--- config.mk ---
export PLATFORM = sky130hd
export DESIGN_NAME = io_responder
export DESIGN_NICKNAME = d
export VERILOG_FILES = /design/src/rtl/io_responder.sv
export SDC_FILE = /design/constraint.sdc
export NUM_CORES = 1
export LEC_CHECK = 0
export CORE_MARGIN = 2
export CORE_UTILIZATION = 52
export CTS_CLUSTER_DIAMETER = 120
export DETAILED_ROUTE_END_ITERATION = 12
export HOLD_SLACK_MARGIN = 0.12
export PLACE_DENSITY_LB_ADDON = 0.08
export SLEW_MARGIN = 20
export SYNTH_ARGS = -nofsm -noshare
export SYNTH_HDL_FRONTEND = slang
export SYNTH_SLANG_ARGS = --single-unit
--- constraint.sdc ---
create_clock -name clk -period 8.9 [get_ports clk]
set_input_delay 1.78 -clock clk [delete_from_list [all_inputs] [get_ports clk]]
set_output_delay 1.78 -clock clk [all_outputs]
set_load 0.02 [all_outputs]
--- src/rtl/io_responder.sv ---
// rtl/io_responder.sv - memory-mapped I/O responder: GPIO, prescaled timer with compare/irq, TX byte FIFO
// Decodes a 16-byte window at BASE_ADDR; every clock edge is a bus access.
module io_responder #(
  parameter logic [15:0] BASE_ADDR = 16'hFF00,
  parameter int          TX_DEPTH  = 4
) (
  input  logic        clk,
  input  logic        rst,
  input  logic        rw,
  input  logic [15:0] addr,
  input  logic [7:0]  data,
  output logic [7:0]  q,
  output logic        hit,
  input  logic [7:0]  gpio_in,
  output logic [7:0]  gpio_out,
  output logic        irq,
  output logic [7:0]  tx_data,
  output logic        tx_valid,
  input  logic        tx_ready
);

  localparam int AW = $clog2(TX_DEPTH);
  localparam logic [AW:0] FULL_CNT = TX_DEPTH[AW:0];

  logic       in_win;
  logic       wr;
  logic [3:0] off;
  logic       wr_gpio, wr_ctrl, wr_presc, wr_cnt, wr_cmp, wr_status, wr_tx;

  assign in_win    = (addr[15:4] == BASE_ADDR[15:4]);
  assign wr        = rw & in_win;
  assign off       = addr[3:0];
  assign wr_gpio   = wr & (off == 4'd0);
  assign wr_ctrl   = wr & (off == 4'd2);
  assign wr_presc  = wr & (off == 4'd3);
  assign wr_cnt    = wr & (off == 4'd4);
  assign wr_cmp    = wr & (off == 4'd5);
  assign wr_status = wr & (off == 4'd6);
  assign wr_tx     = wr & (off == 4'd7);

  logic [7:0] sync1, sync2;
  logic [3:0] ctrl;
  logic [7:0] presc, pcnt, cnt, cmp;
  logic       match, tx_ovf;

  logic [7:0]    mem [TX_DEPTH];
  logic [AW-1:0] rd_ptr, wr_ptr;
  logic [AW:0]   count;
  logic          full, empty, pop, push, push_ok;

  assign full    = (count == FULL_CNT);
  assign empty   = (count == '0);
  assign pop     = !empty & tx_ready;
  assign push    = wr_tx;
  // A full FIFO still accepts a byte when the head leaves in the same cycle
  assign push_ok = push & (!full | pop);

  assign tx_valid = !empty;
  assign tx_data  = mem[rd_ptr];
  assign irq      = (match & ctrl[2]) | (tx_ovf & ctrl[3]);

  logic tick, cnt_eq;
  assign tick   = ctrl[0] & (pcnt == presc);
  assign cnt_eq = (cnt == cmp);

  logic [7:0] rdata;
  always_comb begin
    rdata = 8'h00;
    case (off)
      4'd0: rdata = gpio_out;
      4'd1: rdata = sync2;
      4'd2: rdata = {4'b0000, ctrl};
      4'd3: rdata = presc;
      4'd4: rdata = cnt;
      4'd5: rdata = cmp;
      4'd6: rdata = {4'b0000, tx_ovf, empty, full, match};
      default: rdata = 8'h00;
    endcase
  end

  always_ff @(posedge clk or posedge rst) begin
    if (rst) begin
      q     <= 8'h00;
      hit   <= 1'b0;
      sync1 <= 8'h00;
      sync2 <= 8'h00;
    end else begin
      sync1 <= gpio_in;
      sync2 <= sync1;
      if (rw) begin
        hit <= 1'b0;
      end else begin
        hit <= in_win;
        q   <= in_win ? rdata : 8'h00;
      end
    end
  end

  always_ff @(posedge clk or posedge rst) begin
    if (rst) begin
      gpio_out <= 8'h00;
      ctrl     <= 4'h0;
      presc    <= 8'h00;
      cmp      <= 8'h00;
    end else begin
      if (wr_gpio)  gpio_out <= data;
      if (wr_ctrl)  ctrl     <= data[3:0];
      if (wr_presc) presc    <= data;
      if (wr_cmp)   cmp      <= data;
    end
  end

  // A CNT write swallows any tick in the same cycle, including its match
  always_ff @(posedge clk or posedge rst) begin
    if (rst) begin
      pcnt  <= 8'h00;
      cnt   <= 8'h00;
      match <= 1'b0;
    end else begin
      if (wr_presc || !ctrl[0] || tick) pcnt <= 8'h00;
      else                              pcnt <= pcnt + 8'd1;

      if (wr_cnt)                     cnt <= data;
      else if (tick && cnt_eq && ctrl[1]) cnt <= 8'h00;
      else if (tick)                  cnt <= cnt + 8'd1;

      if (tick && !wr_cnt && cnt_eq)      match <= 1'b1;
      else if (wr_status && data[0])      match <= 1'b0;
    end
  end

  always_ff @(posedge clk or posedge rst) begin
    if (rst) begin
      rd_ptr <= '0;
      wr_ptr <= '0;
      count  <= '0;
      tx_ovf <= 1'b0;
      for (int i = 0; i < TX_DEPTH; i++) mem[i] <= 8'h00;
    end else begin
      if (push_ok) begin
        mem[wr_ptr] <= data;
        wr_ptr      <= wr_ptr + 1'b1;
      end
      if (pop) rd_ptr <= rd_ptr + 1'b1;
      if (push_ok && !pop)      count <= count + 1'b1;
      else if (!push_ok && pop) count <= count - 1'b1;

      if (push && !push_ok)          tx_ovf <= 1'b1;
      else if (wr_status && data[3]) tx_ovf <= 1'b0;
    end
  end

endmodule

Word-level counts from Yosys, hierarchy flattened
Index checks and enable logic that the tools add are counted.
{"block": "classes", "n_eq_ne": 11, "muxes": 19, "n_bitwise": 17, "addsub": 6, "reduce_logical": 24, "n_lt_le_gt_ge": 3}
{"cell": "8-bit 2-to-1 mux", "n": 8}
{"cell": "8-bit one-hot mux with 7 select lines", "n": 1}
{"cell": "32-bit bitwise mux", "n": 1}
{"cell": "8-bit by 1-bit adder with 8-bit output, second input constant", "n": 2}
{"cell": "8-bit binary-select mux with 2-bit select", "n": 1}
{"cell": "8-bit demux with 2-bit select", "n": 1}
{"cell": "4-bit by 3-bit == test with 1-bit output, second input constant", "n": 4}
{"cell": "8-bit == test", "n": 2}
{"cell": "1-bit AND", "n": 13}
{"cell": "12-bit == test, second input constant", "n": 1}
{"cell": "1-bit logical AND", "n": 10}
{"cell": "4-bit by 2-bit == test with 1-bit output, second input constant", "n": 2}
{"cell": "3-bit >= comparator, second input constant", "n": 2}
{"cell": "1-bit logical NOT", "n": 6}
{"cell": "3-bit 2-to-1 mux", "n": 2}
{"cell": "2-bit NOT with 3-bit output", "n": 2}
{"cell": "2-bit nonzero test", "n": 3}
{"cell": "1-bit 2-to-1 mux", "n": 5}
{"cell": "2-bit by 1-bit adder with 2-bit output, second input constant", "n": 2}
{"cell": "4-bit by 1-bit == test with 1-bit output, second input constant", "n": 1}
{"cell": "4-bit logical NOT", "n": 1}
{"cell": "3-bit by 1-bit adder with 3-bit output, second input constant", "n": 1}
{"cell": "3-bit == test, second input constant", "n": 1}
{"cell": "3-bit logical NOT", "n": 1}
{"cell": "other kinds (5)", "n": 7}
{"block": "totals", "regBits": 110, "wordCells": 99, "out_inout_bits": 27, "inputBits": 36}

Longest topological paths before layout
Gate-level depths: netlist (run 1).
{"block": "depth", "ltp_word": 9, "mapped_depth": 11}

Worst setup path after synthesis (run 1)
OpenSTA, ideal clock, no wires.
{"block": "synth_timing", "kind": "input port to flip-flop", "from": "input addr[5]", "to": "register count[2]", "path_buffers": 1, "arrival_time_ps": 4077, "cell_stages": 10, "setup_time_ps": 79, "t_required_ps": 8821, "path_slack_ps": 4744, "path_cell_list": "or4_1 > nor4_4 > and3b_1 > buf_6 > ha_1 > inv_1 > fa_1 > xor2_1 > nor2_1 > xor2_1"}
{"block": "synth_via", "elab_chain_cells": 7}
{"item": "from (decl)", "line_no": "10", "source": "input logic [15:0] addr,"}
{"item": "12-bit == test *", "line_no": "30", "source": "assign in_win = (addr[15:4] == BASE_ADDR[15:4]);"}
{"item": "1-bit AND *", "line_no": "31", "source": "assign wr = rw & in_win;"}
{"item": "1-bit AND *", "line_no": "39", "source": "assign wr_tx = wr & (off == 4'd7);"}
{"item": "1-bit AND *", "line_no": "56", "source": "assign push_ok = push & (!full | pop);"}
{"item": "named net push_ok", "line_no": "49", "source": "logic full, empty, pop, push, push_ok;"}
{"item": "1-bit logical NOT", "line_no": "146", "source": "else if (!push_ok && pop) count <= count - 1'b1;"}
{"item": "1-bit logical AND", "line_no": "146"}
{"item": "2-bit nonzero test (no line)"}
{"item": "to (signal assigned)", "line_no": "145", "source": "if (push_ok && !pop) count <= count + 1'b1;"}
{"item": "to (signal assigned)", "line_no": "146"}
{"item": "to (decl)", "line_no": "48", "source": "logic [AW:0] count;"}
Mark *: on every way through the listed nets, which the timed path passes. The rest lies on a longest branch.
A chain may end at the register's enable or synchronous reset.

Worst setup path after layout (run 1)
{"block": "layout_timing", "from": "input addr[5]", "to": "register count[2]"}
{"block": "layout_via", "elab_chain_cells": 7}
{"item": "12-bit == test *", "line_no": "30"}
{"item": "1-bit AND *", "line_no": "31"}
{"item": "1-bit AND *", "line_no": "39"}
{"item": "1-bit AND *", "line_no": "56"}
{"item": "1-bit logical NOT", "line_no": "146"}
{"item": "1-bit logical AND", "line_no": "146"}
{"item": "2-bit nonzero test (no line)"}
Mark *: on every way between the ends. The rest lies on a longest branch, timed or not.

==> results of run 1 <==
==> flip-flops by register name, indices dropped and copies added, names as in the netlist <==
register and count:
sync1 8, wr_ptr 2, q 8, cnt 8, count 3, presc 8
mem 32, sync2 8, match 1, tx_ovf 1, rd_ptr 2, gpio_out 8
ctrl 4, cmp 8, hit 1, pcnt 8
==> logic make-up (layout without fill, tap and decap cells) <==
group	count (synthesis)	after routing	share of synthesized area [%]
flip-flops	110	110	54.2
AND/OR/NAND/NOR	105	105	11.1
multiplexers	75	75	18.5
AO/OA/AOI/OAI	51	51	7.34
XOR/XNOR	28	28	4.83
buffers and inverters	24	88	1.92
adder cells (fa/ha/maj)	8	8	2.12
==> layout make-up <==
class	instances	area share [%]
clock inverters	6	1.28
multi-input cells	267	36.9
well taps	133	2.75
clock buffers	10	2.28
repair buffers	65	10.7
flip-flops and latches	110	45.6
inverters	7	0.476
==> metal layers <==
layer,share of wire (%),wire length (um)
met1,48,5380
met2,46,5080
met3,4.5,507
met4,1.7,192
met5,0,0
==> critical path, cell delays in order <==
cell and delay (ps):
clkdlybuf4s50_1 390, or4_1 590, nor4_4 500, and3b_1 570
ha_1 280, inv_1 60, fa_1 370, xor2_1 150
nor2_1 110, xor2_1 150
==> power groups by stage <==
stage                     sequential, mW  combinational, mW  clock (mW)
after floorplan                    0.536             0.0817           0
after global placement             0.562             0.0955           0
after detailed placement           0.561             0.0991           0
after CTS                          0.552             0.0986       0.332
after global routing               0.556              0.106       0.352
final                              0.551             0.0970       0.323
==> synth_stat cells, types with 2 or more instances <==
master / count / area (sq um)
a22oi_1: 9 / 67.6
dfrtp_1: 110 / 2750
ha_1: 7 / 87.6
nor4_1: 4 / 25.0
nand2_4: 3 / 33.8
mux2i_1: 3 / 30.0
a31oi_1: 16 / 100
nand4_1: 3 / 18.8
mux2_1: 32 / 360
xnor2_1: 15 / 131
nor2_1: 27 / 101
buf_1: 6 / 22.5
a222oi_1: 4 / 40.0
nor3b_1: 2 / 15.0
nand3_1: 15 / 75.1
and3_1: 6 / 37.5
a22o_1: 10 / 87.6
nor3_1: 7 / 35.0
mux2_2: 31 / 349
nand2_1: 21 / 78.8
mux4_2: 9 / 203
inv_1: 7 / 26.3
nand4b_1: 5 / 43.8
or3_1: 2 / 12.5
xor2_1: 13 / 114
clkbuf_1: 10 / 37.5
nand2b_1: 2 / 12.5
o21ai_0: 8 / 40.0
==> worst max path at each step <==
stage	slack (ps)	start	to
finish	4260	addr[5]	count[2]$_DFFE_PP0P_
global placement	3960	addr[5]	count[2]$_DFFE_PP0P_
floorplan	4220	rst	cmp[0]$_DFFE_PP0P_
global route	4130	addr[5]	count[2]$_DFFE_PP0P_
CTS	4280	addr[5]	count[2]$_DFFE_PP0P_
detailed placement	3860	addr[5]	count[2]$_DFFE_PP0P_
==> metrics by stage <==
stage | instance area, sq um | util, % | worst slack (ps) | power, mW | std cells
after floorplan | 5080 | - | 4220 | 0.618 | 401
after global placement | 5820 | 60.4 | 3960 | 0.657 | 582
after detailed placement | 5820 | 60.4 | 3860 | 0.660 | 582
after CTS | 6040 | 62.6 | 4280 | 0.983 | 598
after global routing | 6040 | 62.7 | 4130 | 1.01 | 598
final | 6040 | 62.7 | 4260 | 0.972 | 598
==> summary.txt, run 1 <==
Clock network
  • CTS buffer count: 9
  • Post-CTS sizing: 0
  • Setup Fix Bufs, Post-CTS: 0
  • Clk_lat worst skew: around 400 ps
  • Root Driver: clkbuf_8
  • H-Tree Depth: 3
  • Clk sink count: 110
  • CTS max path bufs: 2
  • CTS tree: built
  • Reg clk slew, reported paths: 110 ps
  • # hold bufs at CTS: 0

Synth
  • Syn_nets: about 450
  • Async S/R FF share, synth: 100%
  • Synth Area per Inst: 12.7 sq um
  • Mapped Area: 5080 sq um
  • Yosys warning count: 0
  • Seq cells post-synth: 110
  • Number of synthesized flops with an enable pin: 0
  • Top FF cell, synth: dfrtp_1
  • Yosys cell types: 42
  • Post-synthesis sequential area ratio: roughly 54%
  • Mapped Cells: approximately 400

STA
  • Hold_ws: between 300 and 400 ps
  • Clock period minus worst slack: 4640 ps
  • Period utilization: 52.1%
  • Worst slew pin tran: 1010 ps
  • Hold Vio Cnt, Final: 0
  • RSZ-0062 raised after global routing: no
  • Final slew viol count: 0
  • Worst-case clock skew: between 10 and 15 ps
  • Fmax: 215 MHz
  • Setup_tns: 0 ps
  • Final setup violating endpoints: 0
  • Max_slew headroom: 32.1%

Worst setup path
  • WP data arrival: 4960 ps
  • Start of the worst register-to-register path: count[0]$_DFFE_PP0P_
  • CP Capture Type: register
  • Register-to-register setup slack: ~6500 ps
  • R2r endpoint: count[1]$_DFFE_PP0P_
  • Kind of critical path: in2reg
  • Critical Path Fanout Max: 9
  • Worst Path Required: 9220 ps
  • Worst setup SP type: primary input
  • Reg2Reg Depth: 6

Drt
  • Wirelength, routed: approximately 11000 um
  • Via density per instance: 5.71
  • Via count: 3417
  • Initial DRC count: 224
  • Drc violations: 0
  • Final ANT Viol Nets: 0
  • First-pass detailed-route iteration total: 5
  • DR WL/cell: 18.7 um

Placement
  • HPWL after DPL: 7910 um
  • GPL Wtd Cong: 0.833
  • Port Buffers: 62

Floorplan
  • Starting Density: 52.7%
  • Num rows: 36
  • Core area: approximately 9600 sq um
  • Die Ht: 103 um
  • Area of the die: around 11000 sq um
  • IO Pins: 63
  • Chip width: 103 um

Power
  • Switching part of the total power: 26.7%
  • Pwr per Cell Area: 161 nW/um^2
  • VDD IR max: 136 uV
  • Clock share of power: 33.3%
  • Reg power frac: 56.7%
  • Gate power share: 10.0%
  • Pint: 712 uW
  • Leak Pwr: 2.76 nW
  • Switch Pwr: around 260 uW

Global route
  • Met2 Track Usage GR: 33.9%
  • Met1 usage: 32.5%
  • Global route overflow: 0
  • Vias in the first global route: between 3000 and 4000
  • Gr usage total: 22.5%
  • Top Usage Layer GRT: met2
  • Initial antenna violation count: 0
  • Largest net degree at the start of global routing: 83
  • First-pass GRT wire length: 17600 um
  • Global routing usage on met3: approximately 5.9%

Min path
  • WHS Endpoint: sync2[6]$_DFF_PP0_
  • Type of the tightest min-delay check: reg2reg
  • Worst Hold Depth: 0
  • HP Start: sync1[6]$_DFF_PP0_

Cells and area
  • Layout fillers: 806
  • Most frequent cells in the layout: dfrtp_1, clkdlybuf4s50_1, mux2_1
  • Layout cells sized above 1: around 14%
  • Register Area: 2750 sq um
  • Layout area overhead: 18.9%
  • Commonest non-fill, non-tap cell in the layout: dfrtp_1
  • Ant diodes: 0
  • Multi-input logic area: 2230 sq um
  • Nets@finish: 504

Job
  • Max Cap Viol: 0

Outcome
  • Status: complete, no violations
No activity file was read; power rests on OpenSTA's default activity.
==> run 2: changes to the inputs <==
- clock period: 8.9 -> 4.4 ns (I/O delays scaled with it)
==> summary.txt, run 2 (same netlist as run 1, synthesis figures left out) <==
Outcome
  • Status: complete, no violations

Global route
  • Initial antenna violation count: 0 (unchanged)
  • Gr usage total: 22.4% (-0.16 points)
  • First-pass GRT wire length: 17800 um (+1.1%)
  • Largest net degree at the start of global routing: 73 (-12%)
  • Vias in the first global route: 3458 (+5.2%)
  • Global route overflow: 0 (unchanged)

STA
  • Max_slew headroom: 41.3% (+9.2 points)
  • RSZ-0062 raised after global routing: no
  • Worst slew pin tran: 874 ps (-136 ps)
  • Setup_tns: 0 ps (unchanged)
  • Fmax: 319 MHz
  • Clock period minus worst slack: around 3100 ps
  • Final slew viol count: 0 (unchanged)
  • Period utilization: 71.2%
  • Final setup violating endpoints: 0 (unchanged)
  • Worst-case clock skew: 13.5 ps (-0.916 ps)
  • Hold Vio Cnt, Final: 0 (unchanged)

Cells and area
  • Max reg flops: 32 (unchanged)
  • Nets@finish: 510 (+1.2%)
  • Layout fillers: 803 (-0.37%)
  • Most frequent cells in the layout: dfrtp_1, clkdlybuf4s50_1, mux2_1
  • Layout cells sized above 1: 15.1% (+1.1 points)
  • Commonest non-fill, non-tap cell in the layout: dfrtp_1
  • Largest Register: mem
  • Layout area overhead: 19.6%
  • Ant diodes: 0 (unchanged)

Power
  • Pwr per Cell Area: 314 nW/um^2 (+96%)
  • Gate power share: 10.5% (+0.5 points)
  • VDD IR max: 210 uV (+54%)
  • Switch Pwr: 533 uW (+110%)
  • Reg power frac: 58.1% (+1.4 points)
  • Clock share of power: 31.5% (-1.8 points)
  • Switching part of the total power: 27.9% (+1.2 points)
  • Design Power: 1.91 mW (+97%)
  • Pint: 1.38 mW (+94%)
  • Leak Pwr: 2.78 nW (+0.97%)

Worst setup path
  • Worst setup SP type: register
  • Reg2Reg Depth: 9 (+3)
  • Worst Path Required: 3520 ps (-5700 ps)
  • WP data arrival: 2250 ps (-2710 ps)
  • Start of the worst register-to-register path: count[1]$_DFFE_PP0P_
  • CP Capture Type: output port
  • Critical Path Fanout Max: 10 (+1)
  • Register-to-register setup slack: 2200 ps (-4270 ps)
  • Critical Path Source: rd_ptr[0]$_DFFE_PP0P_
  • R2r endpoint: count[2]$_DFFE_PP0P_
  • Kind of critical path: reg2out
  • Worst Setup EP: tx_data[4]

Clock network
  • Reg clk slew, reported paths: 110 ps (about the same)
  • # hold bufs at CTS: 0 (unchanged)
  • Setup Fix Bufs, Post-CTS: 0 (unchanged)
  • H-Tree Depth: 3 (unchanged)
  • Clk sink count: 110 (unchanged)
  • CTS buffer count: 9 (unchanged)
  • Post-CTS sizing: 0 (unchanged)
  • Clk_lat worst skew: 380 ps (-20 ps)
  • CTS tree: built
  • CTS max path bufs: 2 (unchanged)
  • Root Driver: clkbuf_8

Drt
  • DR WL/cell: 18.1 um (-2.8%)
  • Via count: 3428 (+0.32%)
  • First-pass detailed-route iteration total: 4 (-1)
  • Via density per instance: 5.68 (-0.67%)
  • Wirelength, routed: 11000 um (-1.8%)
  • Final ANT Viol Nets: 0 (unchanged)
  • Drc violations: 0 (unchanged)
  • Initial DRC count: 217 (-3.1%)

Floorplan
  • Core area: 9640 sq um (unchanged)
  • Die Ht: 103 um (unchanged)
  • Num rows: 36 (unchanged)
  • Chip width: 103 um (unchanged)
  • IO Pins: 63 (unchanged)
  • Area of the die: 10600 sq um (unchanged)
  • Starting Density: 52.7% (unchanged)

Job
  • Max Cap Viol: 0 (unchanged)

Placement
  • GPL Wtd Cong: 0.893 (+7.2%)
  • HPWL after DPL: 7960 um (+0.65%)
  • Port Buffers: 62 (unchanged)

Min path
  • Type of the tightest min-delay check: reg2reg
run 2: changes by cell type in the layout (fill, tap and decap cells not counted), sizes merged:
cell / delta
buf: +6
clkbuf: -1
inv: +1
clkinv: +1
bufinv: -1
run 2: how the worst min path moves through the flow:
stage / startpoint / end / slack, ps / cells past startpoint
floorplan: sync1[0]$_DFF_PP0_ / sync2[0]$_DFF_PP0_ / 330 / 0
CTS: sync1[2]$_DFF_PP0_ / sync2[2]$_DFF_PP0_ / 360 / 0
detailed placement: sync1[5]$_DFF_PP0_ / sync2[5]$_DFF_PP0_ / 330 / 0
global route: sync1[6]$_DFF_PP0_ / sync2[6]$_DFF_PP0_ / 370 / 0
finish: sync1[2]$_DFF_PP0_ / sync2[2]$_DFF_PP0_ / 360 / 0
global placement: sync1[7]$_DFF_PP0_ / sync2[7]$_DFF_PP0_ / 330 / 0
run 2: critical path: stages (launching register included):
cell	delay (ps)
dfrtp_1	730
mux4_2	590
clkdlybuf4s50_1	560
run 2: final cells by class:
cell class / count / area [sq um] / area share [%]
Sequential cell: 110 / 2750 / 45.3
Timing Repair Buffer: 71 / 701 / 11.5
Tap cell: 133 / 166 / 2.74
Multi-Input combinational cell: 267 / 2230 / 36.7
Clock buffer: 9 / 124 / 2.04
Clock inverter: 7 / 75.1 / 1.23
Inverter: 7 / 28.8 / 0.473
run 2: metal layers:
layer | up-vias | wire length [um] | GRT usage (%)
li1 | 1604 | - | -
met5 | - | 0 | 0
met2 | 106 | 5170 | 35.5
met3 | 10 | 664 | 6.10
met4 | 0 | 74 | 5.26
met1 | 1708 | 5040 | 31.1
run 2: power groups by stage:
| stage | registers, mW | logic, mW | clock network (mW) |
|---|---|---|---|
| after global placement | 1.13 | 0.198 | 0 |
| after CTS | 1.11 | 0.204 | 0.616 |
| after global routing | 1.12 | 0.220 | 0.657 |
| final | 1.11 | 0.200 | 0.601 |
| after floorplan | 1.08 | 0.165 | 0 |
| after detailed placement | 1.13 | 0.203 | 0 |
run 2: stage by stage:
step | worst slack (ps) | util, % | instance area (sq um) | hold WS, ps | cells
2_1_floorplan | 618 | - | 5080 | 331 | 401
3_3_place_gp | 939 | 61.0 | 5880 | 333 | 588
3_5_place_dp | 870 | 61.0 | 5880 | 335 | 588
4_1_cts | 1220 | 63.1 | 6080 | 359 | 604
5_1_grt | 1120 | 63.1 | 6080 | 368 | 604
6_report | 1270 | 63.1 | 6080 | 358 | 604
==> run 3: changes to the inputs <==
- clock period: 4.4 -> 3 ns (I/O delays scaled with it)
==> summary.txt, run 3 (same netlist as run 1, synthesis figures left out) <==
Outcome
  • Status: complete, no violations

Power
  • Pwr per Cell Area: 463 nW/um^2 (+47%)
  • VDD IR max: 303 uV (+44%)
  • Leak Pwr: 2.82 nW (+1.3%)

Worst setup path
  • Kind of critical path: in2reg
  • Worst setup SP type: primary input
  • Worst Path Required: 3320 ps (-200 ps)
  • WP data arrival: 3130 ps (+880 ps)
  • CP Capture Type: register
  • Critical Path Fanout Max: 2 (-8)
  • CP cell instances: clkdlybuf4s50_1 > or4_1 > nor4_4 > and3b_1 > ha_1 > inv_1 > fa_1 > xor2_1 > nor2_1 > xor2_1
  • Critical Path Source: addr[5]
  • Start of the worst register-to-register path: count[1]$_DFFE_PP0P_
  • CP peak stage delay: 600 ps (-130 ps)
  • Critical path's most frequent cell: xor2_1
  • Slowest stage cell, crit path: or4_1

STA
  • Final slew viol count: 0 (unchanged)
  • Setup_tns: 0 ps (unchanged)
  • Worst Setup Slack, final: 185 ps (-1080 ps)
  • RSZ-0062 raised after global routing: no
  • Worst-case clock skew: 19.4 ps (+5.87 ps)
  • Fmax: 355 MHz
  • Clock period minus worst slack: around 2800 ps
  • Worst slew pin tran: 889 ps (+14.6 ps)
  • Final setup violating endpoints: 0 (unchanged)
  • Period utilization: a little over nine tenths
  • Hold Vio Cnt, Final: 0 (unchanged)
  • Max_slew headroom: 40.3% (-0.98 points)

Placement
  • GPL Wtd Cong: 0.937 (+4.9%)
  • Pre-CTS setup slack: -251 ps (-1120 ps)
  • Post-placement cell area: 5950 sq um (+1.1%)
  • Port Buffers: 62 (unchanged)
  • HPWL after DPL: 8230 um (+3.4%)

Drt
  • Initial DRC count: 248 (+14%)
  • Via density per instance: 5.76 (+1.5%)
  • Wirelength, routed: 11400 um (+4.5%)
  • Drc violations: 0 (unchanged)
  • Final ANT Viol Nets: 0 (unchanged)
  • DR WL/cell: 18.7 um (+3.3%)
  • Via count: 3521 (+2.7%)
  • First-pass detailed-route iteration total: 7 (+3)

Cells and area
  • Most frequent cells in the layout: dfrtp_1, clkdlybuf4s50_1, mux2_1
  • Ant diodes: 0 (unchanged)
  • Finished Cell Area: 6160 sq um (+1.3%)
  • Commonest non-fill, non-tap cell in the layout: dfrtp_1
  • Nets@finish: 517 (+1.4%)
  • Register Area: 2750 sq um (unchanged)
  • Layout area overhead: 21.2%
  • Max reg flops: 32 (unchanged)
  • Multi-input logic area: 2230 sq um (unchanged)
  • Layout cells sized above 1: 16.3% (+1.2 points)
  • Largest Register: mem
  • Layout fillers: 804 (+0.12%)

Floorplan
  • Starting Density: 52.7% (unchanged)
  • Core area: 9640 sq um (unchanged)
  • Num rows: 36 (unchanged)
  • Area of the die: 10600 sq um (unchanged)
  • IO Pins: 63 (unchanged)
  • Die Ht: 103 um (unchanged)
  • Chip width: 103 um (unchanged)

Global route
  • Largest net degree at the start of global routing: 46 (-37%)
  • Initial antenna violation count: 0 (unchanged)
  • Gr usage total: 22.9% (+0.54 points)
  • Global route overflow: 0 (unchanged)
  • First-pass GRT wire length: 18100 um (+2.2%)
  • Vias in the first global route: 3397 (-1.8%)

Clock network
  • Clk_lat worst skew: 380 ps (about the same)
  • Post-CTS sizing: 0 (unchanged)
  • Root Driver: clkbuf_8
  • CTS tree: built
  • H-Tree Depth: 3 (unchanged)
  • Setup Fix Bufs, Post-CTS: 0 (unchanged)
  • CTS buffer count: 9 (unchanged)
  • Clk sink count: 110 (unchanged)
  • # hold bufs at CTS: 0 (unchanged)
  • CTS max path bufs: 2 (unchanged)
  • Reg clk slew, reported paths: 120 ps (about the same)

Job
  • Max Cap Viol: 0 (unchanged)

Min path
  • Type of the tightest min-delay check: reg2reg
  • HP Start: sync1[0]$_DFF_PP0_
## run 3: cell count changes in the layout (fill, tap and decap cells not counted), sizes merged
| cell | previous run | this run |
|---|---|---|
| clkinvlp | 1 | 2 |
| inv | 10 | 7 |
| buf | 9 | 16 |
| clkinv | 3 | 5 |
## run 3: critical path, delay by kind of cell
kind,cells,cell delay [ps]
adders and majority gates,2,550
xor gates and xnor gates,2,310
and+or+nand+nor,4,1220
buffers and inverters,2,460
## run 3: area by class of cell
| type | instances | share of cell area, % |
|---|---|---|
| repair buffers | 78 | 12.4 |
| clock buffers | 9 | 2.01 |
| clock inverters | 7 | 1.46 |
| flip-flops and latches | 110 | 44.7 |
| inverters | 7 | 0.487 |
| well taps | 133 | 2.70 |
| multi-input cells | 267 | 36.2 |
## run 3: metal layers
layer	vias up	wire, um	track usage [%]
met5	-	0	0
met4	0	255	6.98
met3	26	610	5.97
met2	126	5340	35.4
met1	1756	5240	32.2
li1	1613	-	-
## run 3: per-stage QoR
step | hold WS [ps] | total power [mW] | cells | util, %
final | 362 | 2.85 | 611 | 63.9
after global routing | 366 | 2.99 | 611 | 63.9
after CTS | 363 | 2.89 | 611 | 63.9
after detailed placement | 335 | 1.98 | 595 | 61.7
after global placement | 333 | 1.97 | 595 | 61.7
after floorplan | 331 | 1.83 | 401 | -
## run 3: report_power, final
group,leakage [nW],switching [mW],total (mW),internal (mW)
Clock,0.101,0.565,0.902,0.336
Combinational,1.28,0.171,0.348,0.177
Sequential,1.44,0.0732,1.60,1.53
Total,2.82,0.809,2.85,2.04
## run 3: worst paths after layout
kind | endpoint | slack [ps] | cells after the start
max | count[2]$_DFFE_PP0P_ | 190 | 10
min | sync2[0]$_DFF_PP0_ | 360 | 0
max reg2reg | count[2]$_DFFE_PP0P_ | 810 | 9
min reg2reg | sync2[0]$_DFF_PP0_ | 360 | 0
max in group asynchronous | sync2[2]$_DFF_PP0_ | 1720 | 3
min in group asynchronous | sync1[7]$_DFF_PP0_ | 630 | 2
